===== src/rtl/addersub_pkg.sv =====
// addersub_pkg
//   Shared constants for the addersub operand stage: op encodings,
//   forward-select codes, immediate width, and a legal-op helper.
package addersub_pkg;

  localparam logic [2:0] OP_SUBU = 3'd0;
  localparam logic [2:0] OP_ADDU = 3'd1;
  localparam logic [2:0] OP_SUB  = 3'd2;
  localparam logic [2:0] OP_ADD  = 3'd3;
  localparam logic [2:0] OP_SLTU = 3'd4;
  localparam logic [2:0] OP_SLT  = 3'd6;

  localparam logic [1:0] FWD_RF = 2'd0;
  localparam logic [1:0] FWD_EX = 2'd1;
  localparam logic [1:0] FWD_WB = 2'd2;

  localparam int IMM_W = 16;

  // Codes 5 and 7 have no addersub meaning.
  function automatic logic op_is_legal(input logic [2:0] op_code);
    logic legal;
    case (op_code)
      OP_SUBU, OP_ADDU, OP_SUB, OP_ADD, OP_SLTU, OP_SLT: legal = 1'b1;
      default:                                           legal = 1'b0;
    endcase
    return legal;
  endfunction

endpackage


===== src/rtl/operand_fwd_mux.sv =====
// operand_fwd_mux
//   Combinational operand source select.
//   sel     : FWD_RF / FWD_EX / FWD_WB; the reserved code selects rf_data
//   rf_data : register-file read value
//   ex_data : execute-stage result
//   wb_data : writeback-stage data
//   dout    : selected operand
module operand_fwd_mux
  import addersub_pkg::*;
#(
  parameter int WIDTH = 32
) (
  input  logic [1:0]       sel,
  input  logic [WIDTH-1:0] rf_data,
  input  logic [WIDTH-1:0] ex_data,
  input  logic [WIDTH-1:0] wb_data,
  output logic [WIDTH-1:0] dout
);

  always_comb begin
    dout = rf_data;
    case (sel)
      FWD_EX:  dout = ex_data;
      FWD_WB:  dout = wb_data;
      default: dout = rf_data;
    endcase
  end

endmodule


===== src/rtl/addersub_opstage.sv =====
// addersub_opstage
//   Operand-capture stage ahead of the addersub unit. Resolves forwarding
//   for both operands, substitutes a sign-extended immediate on B, and
//   registers opA/opB/op/valid with advance, hold and squash control.
//   clk, reset          : clock, synchronous active-high reset
//   en, squash          : advance / kill incoming instruction
//   in_valid, op_in     : incoming instruction valid and op code
//   rs_data, rt_data    : register-file reads
//   imm16, use_imm      : immediate and B-source override
//   rs_fwd_sel, rt_fwd_sel, ex_result, wb_data : forwarding controls/data
//   opA, opB, op, valid_out, illegal_op        : registered stage outputs
//   stall_count         : saturating count of held-valid cycles
module addersub_opstage
  import addersub_pkg::*;
#(
  parameter int WIDTH     = 32,
  parameter int CNT_WIDTH = 16
) (
  input  logic                 clk,
  input  logic                 reset,
  input  logic                 en,
  input  logic                 squash,
  input  logic                 in_valid,
  input  logic [2:0]           op_in,
  input  logic [WIDTH-1:0]     rs_data,
  input  logic [WIDTH-1:0]     rt_data,
  input  logic [IMM_W-1:0]     imm16,
  input  logic                 use_imm,
  input  logic [1:0]           rs_fwd_sel,
  input  logic [1:0]           rt_fwd_sel,
  input  logic [WIDTH-1:0]     ex_result,
  input  logic [WIDTH-1:0]     wb_data,
  output logic [WIDTH-1:0]     opA,
  output logic [WIDTH-1:0]     opB,
  output logic [2:0]           op,
  output logic                 valid_out,
  output logic                 illegal_op,
  output logic [CNT_WIDTH-1:0] stall_count
);

  logic [WIDTH-1:0] mux_a;
  logic [WIDTH-1:0] mux_b;
  logic [WIDTH-1:0] imm_ext;
  logic [WIDTH-1:0] opb_next;

  operand_fwd_mux #(.WIDTH(WIDTH)) u_mux_a (
    .sel     (rs_fwd_sel),
    .rf_data (rs_data),
    .ex_data (ex_result),
    .wb_data (wb_data),
    .dout    (mux_a)
  );

  operand_fwd_mux #(.WIDTH(WIDTH)) u_mux_b (
    .sel     (rt_fwd_sel),
    .rf_data (rt_data),
    .ex_data (ex_result),
    .wb_data (wb_data),
    .dout    (mux_b)
  );

  assign imm_ext  = {{(WIDTH-IMM_W){imm16[IMM_W-1]}}, imm16};
  assign opb_next = use_imm ? imm_ext : mux_b;

  always_ff @(posedge clk) begin
    if (reset) begin
      opA         <= '0;
      opB         <= '0;
      op          <= '0;
      valid_out   <= 1'b0;
      illegal_op  <= 1'b0;
      stall_count <= '0;
    end else if (squash) begin
      // Operands still load; they are meaningless for the bubble.
      opA        <= mux_a;
      opB        <= opb_next;
      op         <= '0;
      valid_out  <= 1'b0;
      illegal_op <= 1'b0;
    end else if (en) begin
      opA        <= mux_a;
      opB        <= opb_next;
      op         <= op_in;
      valid_out  <= in_valid;
      illegal_op <= in_valid & ~op_is_legal(op_in);
    end else if (valid_out && (stall_count != {CNT_WIDTH{1'b1}})) begin
      stall_count <= stall_count + 1'b1;
    end
  end

endmodule


===== config.mk =====
export PLATFORM = sky130hd
export DESIGN_NAME = addersub_opstage
export DESIGN_NICKNAME = d
export VERILOG_FILES = /design/src/rtl/addersub_pkg.sv /design/src/rtl/operand_fwd_mux.sv /design/src/rtl/addersub_opstage.sv
export SDC_FILE = /design/constraint.sdc
export NUM_CORES = 1
export LEC_CHECK = 0
export ABC_AREA = 1
export BUFFER_PORTS_ARGS = -buffer_cell sky130_fd_sc_hd__buf_2
export CAP_MARGIN = 25
export CORE_MARGIN = 3
export CORE_UTILIZATION = 30
export CTS_CLUSTER_SIZE = 14
export DETAILED_ROUTE_END_ITERATION = 8
export GPL_ROUTABILITY_DRIVEN = 0
export PLACE_DENSITY_LB_ADDON = 0.05
export REMOVE_ABC_BUFFERS = 1
export SKIP_LAST_GASP = 1
export SYNTH_ARGS = -nofsm -noshare
export SYNTH_HDL_FRONTEND = slang
export SYNTH_SLANG_ARGS = --single-unit

===== constraint.sdc =====
create_clock -name clk -period 2.9 [get_ports clk]
set_clock_uncertainty 0.15 [all_clocks]
set_input_delay 0.29 -clock clk [delete_from_list [all_inputs] [get_ports clk]]
set_output_delay 0.29 -clock clk [all_outputs]
set_load 0.05 [all_outputs]

# [Yosys cells after proc, flatten, opt, wreduce, memory -nomap -nowiden]
# Cells that the tools add are included.
[totals] reg_bits=85 inputBits=157 out_inout_bits=85 wordCells=38
[op_classes] n_addsub=1 eq_ne=10 mux=11 bitwise_logic=4 n_reduce_logical=6
[ops] operator="2-to-1 mux 32 bit" n=5
[ops] operator="one-hot mux 32 bit (2 select lines)" n=2
[ops] operator="adder 16 x 1 -> 16 bit, second input constant" n=1
[ops] operator="!= test 16 bit, second input constant" n=1
[ops] operator="equality test 3 x 2 -> 1 bit, second input constant" n=2
[ops] operator="equality test 3 bit, second input constant" n=2
[ops] operator="OR reduction 6 bit" n=1
[ops] operator="equality test 2 x 1 -> 1 bit, second input constant" n=2
[ops] operator="equality test 2 bit, second input constant" n=2
[ops] operator="2-to-1 mux 1 bit" n=4
[ops] operator="equality test 3 x 1 -> 1 bit, second input constant" n=1
[ops] operator="zero test 3 bit" n=1
[ops] operator="NOT 1 bit" n=3
[ops] operator="AND reduction 3 bit" n=1
[ops] operator="nonzero test 2 bit" n=1
[ops] operator="OR reduction 2 bit" n=1
[ops] operator="AND 1 bit" n=1
[ops] operator="logical AND 1 bit" n=1

# [Logic depth before layout (Yosys ltp)]
[logic_depth] word_depth=8 mapped_depth=11 mapped_depth_nobuf=10

# [By module]
# Synthesis repeated with hierarchy kept, for this count alone.
[hier_totals] cells_unflattened=914 hier_area_um2=5360.1
[by_module_without_submodules] module="addersub_opstage" n_inst=1 cells_per_inst=494 area_each_um2=3603.5 seq_area_each_um2=1701.6
[by_module_without_submodules] module="operand_fwd_mux" n_inst=2 cells_per_inst=210 area_each_um2=878.3 seq_area_each_um2=0.0

# [Least setup slack after synthesis]
# OpenSTA, ideal clock, no wires.
[synth_path] path_kind="register to register" startpoint="reg stall_count[0]" endpoint="reg stall_count[15]" setup_ns=0.117 t_arrival_ns=1.752 required_time_ns=2.633 path_slack_ns=0.881 path_stages_with_launch=10 n_path_buf=1 period_less_slack_ns=2.019 path_cell_list="dfxtp_1 -> ha_1 -> nand2_2 -> nor2_4 -> nand2_4 -> nor2_4 -> nor2_4 -> buf_6 -> a21oi_1 -> nor2_1"
[synth_via] elab_chain_cells=3 word_cells_on_any_way=4 classes_between="1 x add/sub; 1 x eq/ne; 2 x reduce/logical"
[synth_lines] element="start: declaration" line="addersub_opstage.sv:38" rtl="output logic [CNT_WIDTH-1:0] stall_count"
[synth_lines] element="start signal: assignment" line="addersub_opstage.sv:87" rtl="stall_count <= stall_count + 1'b1;"
[synth_lines] element="branches (longest 3 deep; another with adder 16 x 1 -> 16 bit)"
# Several ways; the timed one is not identified.
# A chain may end at the register's enable or synchronous reset.

# [Final worst setup path]
[layout_path] startpoint="in rt_fwd_sel[0]" endpoint="reg opB[14]"
[layout_via] elab_chain_cells=5 word_cells_on_any_way=6 classes_between="2 x eq/ne; 4 x mux"
[layout_lines] element="start: declaration" line="addersub_opstage.sv:30" rtl="input logic [1:0] rt_fwd_sel,"
[layout_lines] element="equality test 2 bit or equality test 2 x 1 -> 1 bit (tied branches)" line="operand_fwd_mux.sv:22" rtl="case (sel)"
[layout_lines] element="one-hot mux 32 bit (2 select lines) (*)" line="operand_fwd_mux.sv:22"
[layout_lines] element="2-to-1 mux 32 bit (*)" line="addersub_opstage.sv:63" rtl="assign opb_next = use_imm ? imm_ext : mux_b;"
[layout_lines] element="2-to-1 mux 32 bit" line="addersub_opstage.sv:80" rtl="end else if (en) begin"
[layout_lines] element="2-to-1 mux 32 bit (*)" line="addersub_opstage.sv:73" rtl="end else if (squash) begin"
[layout_lines] element="end signal: assignment" line="addersub_opstage.sv:76" rtl="opB <= opb_next;"
[layout_lines] element="end signal: assignment" line="addersub_opstage.sv:82" rtl="opB <= opb_next;"
[layout_lines] element="end: declaration" line="addersub_opstage.sv:34" rtl="output logic [WIDTH-1:0] opB,"
# Mark *: on every way between the ends. The rest lies on a longest branch, timed or not. The select of a mux whose other input is x is not followed.

==> reports/summary.md <==
Run status
- **status** finished, final reports clean

Critical path
- **arrival time reported for the critical path endpoint** 2100 ps
- **Crit path max-delay family** buffers and inverters
- **classification of the worst setup path** in -> reg
- **worst-path cell with the longest stage delay** ha_1
- **Req. time, crit path** 3020 ps
- **Reg2Reg Depth** 10
- **list of cells traversed by the critical path** buf_2 -> inv_1 -> ha_1 -> inv_1 -> o22ai_1 -> nand2_1 -> nand2_1 -> nand2_1 -> a21oi_1
- **startpoint class of the critical path** primary input
- **Bufs and invs on worst path** 3
- **CP max stage delay** 590 ps
- **worst flop-to-flop path startpoint** stall_count[0]$_SDFFE_PP0P_
- **CP Capture Type** flop
- **endpoint of the lowest-slack register-to-register path** stall_count[5]$_SDFFE_PP0P_
- **cell type with the highest occurrence count on the critical path** nand2_1
- **top fanout value on the critical path** 18
- **Worst R2R Setup Slack** 930 ps

Routing
- **violation count after the first detailed-routing iteration** 306
- **DRC violation count after routing** 0
- **antenna-violating nets left** 0
- **final wirelength** 18600 µm
- **vias per inst** 4.93
- **wire per inst** 16.4 µm
- **DR pass1 iterations** 5
- **total number of vias** 5592

Power and ir drop
- **worst supply voltage drop on vdd** 0.000270 V
- **power per cell area** 506 nW/µm²
- **sw power** 0.00116 W
- **leakage power of the design** 3.24 nW
- **combinational share of power** 28.1%
- **Net Sw Frac** 34.9%
- **internal power consumption** 0.00216 W
- **clock power share** 32.9%
- **post-route total power** 0.00331 W
- **sequential share of power** 39.0%

Synthesis
- **netlist area before placement** 4920 µm²
- **most frequently used cell type in the post-synthesis netlist** o21ai_0
- **average cell area after synthesis** 7.03 µm²
- **Seq/Total Area, Yosys** 34.6%
- **most used standard cells in the synthesized netlist** o21ai_0, a21oi_1, dfxtp_1
- **largest cells by area after synthesis** dfxtp_1, o21ai_0, a21oi_1
- **cell type with the highest aggregate area in the netlist** dfxtp_1
- **library cells used by synthesis** 30
- **Synth Flop Type** dfxtp_1
- **number of flops mapped to enable cells by yosys** 0
- **async set-reset flop share out of synthesis** 0%
- **Yosys reg bits** 85
- **area share of the largest cell type after synthesis** 34.6%
- **number of instances in the synthesized netlist** 700
- **total number of yosys warnings** 0

Worst hold path
- **HP Start** op_in[1]
- **worst hold endpoint** op[1]$_SDFFE_PP0P_
- **Hold Crit Depth** 3
- **worst hold-check path type** in -> reg

STA
- **Final Cycle Share** 68.2%
- **pin slew with the least headroom to its limit** 877 ps
- **Final min period** 1980 ps
- **final hold slack** 63.4 ps
- **total negative slack for setup checks** 0 ps
- **final hold violation count** 0
- **setup repair after global routing missed its margin** no
- **peak clock frequency supported by timing** 505 MHz
- **count of final setup violators** 0
- **Final Max Tran Viols** 0
- **relative slew slack** 41.6%

Clocking
- **TritonCTS clock tree** yes
- **clock transition at the registers of the reported paths** 60 ps
- **Resized Gates After CTS** 0
- **clk buf depth** 2
- **total number of clock tree sinks** 85
- **clock buffers created by TritonCTS** 9
- **depth of the CTS H-tree** 3
- **clock insertion delay at the later pin of the skew report** 340 ps
- **Root Buffer** clkbuf_16

Finish
- **final net count** 1075
- **fraction of layout cells with a size suffix above 1** 32.9%
- **area added between synthesis and finish** 33.1%

Floorplan
- **die extent in x** 134 µm
- **placeable core region** 15900 µm²
- **number of rows created at floorplan** 46
- **full die area** 18000 µm²
- **effective utilization at floorplan** 30.9%
- **Die Height** 134 µm
- **Ports** 242

Global routing
- **GRT Residual Overflow** 0
- **global-route wire length before repair** 28700 µm
- **vias in the first global route** 5397
- **initial antenna violation count** 3
- **pin count of the biggest net entering global routing** 56
- **gr usage total** 20.2%

Place
- **placed wire-length estimate** 13600 µm
- **IO Port Bufs** 241

Job
- **maxcap violations** 0

## final cells by class
type                       instances  area, µm²
sequential                        85       1700
antenna                            3       7.51
multi-input combinational        478       2630
clock inverter                     2       10.0
tap                              216        270
clock buffer                      12        256
fill                            1729       9390
inverter                          86        323
timing repair buffer             253       1350
## logic make-up (layout without fill, tap and decap cells)
group,Yosys count,in the layout,synth area share (%)
AO/OA/AOI/OAI,270,270,29.3
other,0,3,0
buffers and inverters,137,353,12.0
flip-flops,85,85,34.6
adder cells (fa/ha/maj),5,5,1.27
multiplexers,32,32,6.51
AND/OR/NAND/NOR,171,171,16.4
## worst min-delay path: cells and delay by family
kind / cells / cell delay, ps
and+or+nand+nor: 1 / 50
buffers and inverters: 1 / 90
AOI/OAI and AO/OA: 1 / 60
## registers in the layout, indices dropped and copies added, names as in the netlist
register	cells
op	3
opA	32
valid_out	1
opB	32
illegal_op	1
stall_count	16
## layer usage
metal / routed length [µm] / vias to the layer above / track usage (%)
met3: 1530 / 28 / 5.21
met5: 7 / - / 0
met1: 7870 / 2553 / 25.1
met4: 404 / 2 / 7.98
li1: - / 2791 / -
met2: 8820 / 218 / 33.6
## what timing repair did
item	in CTS	in global routing
endpoints found under the hold margin	1	0
hold buffers	1	0
setup buffers	0	0
## worst max-delay path by stage
stage,startpoint,to,slack [ps],cells after the start
floorplan,rt_fwd_sel[0],opB[12]$_SDFFE_PP0N_,510,6
global placement,rt_fwd_sel[0],opB[14]$_SDFFE_PP0N_,610,9
detailed placement,rt_fwd_sel[0],opB[12]$_SDFFE_PP0N_,570,7
CTS,stall_count[0]$_SDFFE_PP0P_,stall_count[5]$_SDFFE_PP0P_,910,10
global route,stall_count[0]$_SDFFE_PP0P_,stall_count[11]$_SDFFE_PP0P_,770,10
finish,rt_fwd_sel[0],opB[14]$_SDFFE_PP0N_,920,9
## placed cells by master, fill, tap and decap left out
master         count
nor2_4             4
mux2i_1           32
nand2_2            6
a21oi_2            1
clkbuf_8           2
o22ai_1           26
a21oi_1          109
o211ai_1          21
nand3_1            9
clkinv_2           2
nor2_2             6
inv_1             82
ha_2               1
nand2_4            1
ha_1               4
dlygate4sd3_1      1
inv_2              3
or2_2              2
nand4_1            2
o21ai_0          113
dfxtp_1           85
diode_2            3
clkbuf_1           1
nor3_1             1
nand3_2           11
nor2_1            50
clkinv_1           1
buf_2            241
clkbuf_16          9
nor3_2             1
buf_12             4
nand2_1           78
buf_4              7
## power groups by stage
stage / Sequential, W / Clock (W) / Combinational [W]
CTS: 0.00129 / 0.00114 / 0.000942
global placement: 0.00131 / 0 / 0.000935
finish: 0.00129 / 0.00109 / 0.000932
global route: 0.00130 / 0.00118 / 0.00101
detailed placement: 0.00131 / 0 / 0.000940
floorplan: 0.00159 / 0 / 0.000313
## metrics by stage
| stage | std cells | setup slack, ps | util, % | instance area, µm² |
|---|---|---|---|---|
| 2_1_floorplan | 649 | 513 | - | 4650 |
| 3_3_place_gp | 1117 | 612 | 39.3 | 6270 |
| 6_report | 1135 | 922 | 41.1 | 6550 |
| 4_1_cts | 1132 | 906 | 41.0 | 6540 |
| 3_5_place_dp | 1117 | 572 | 39.3 | 6270 |
| 5_1_grt | 1135 | 773 | 41.1 | 6550 |
No activity file was read; power rests on OpenSTA's default activity.
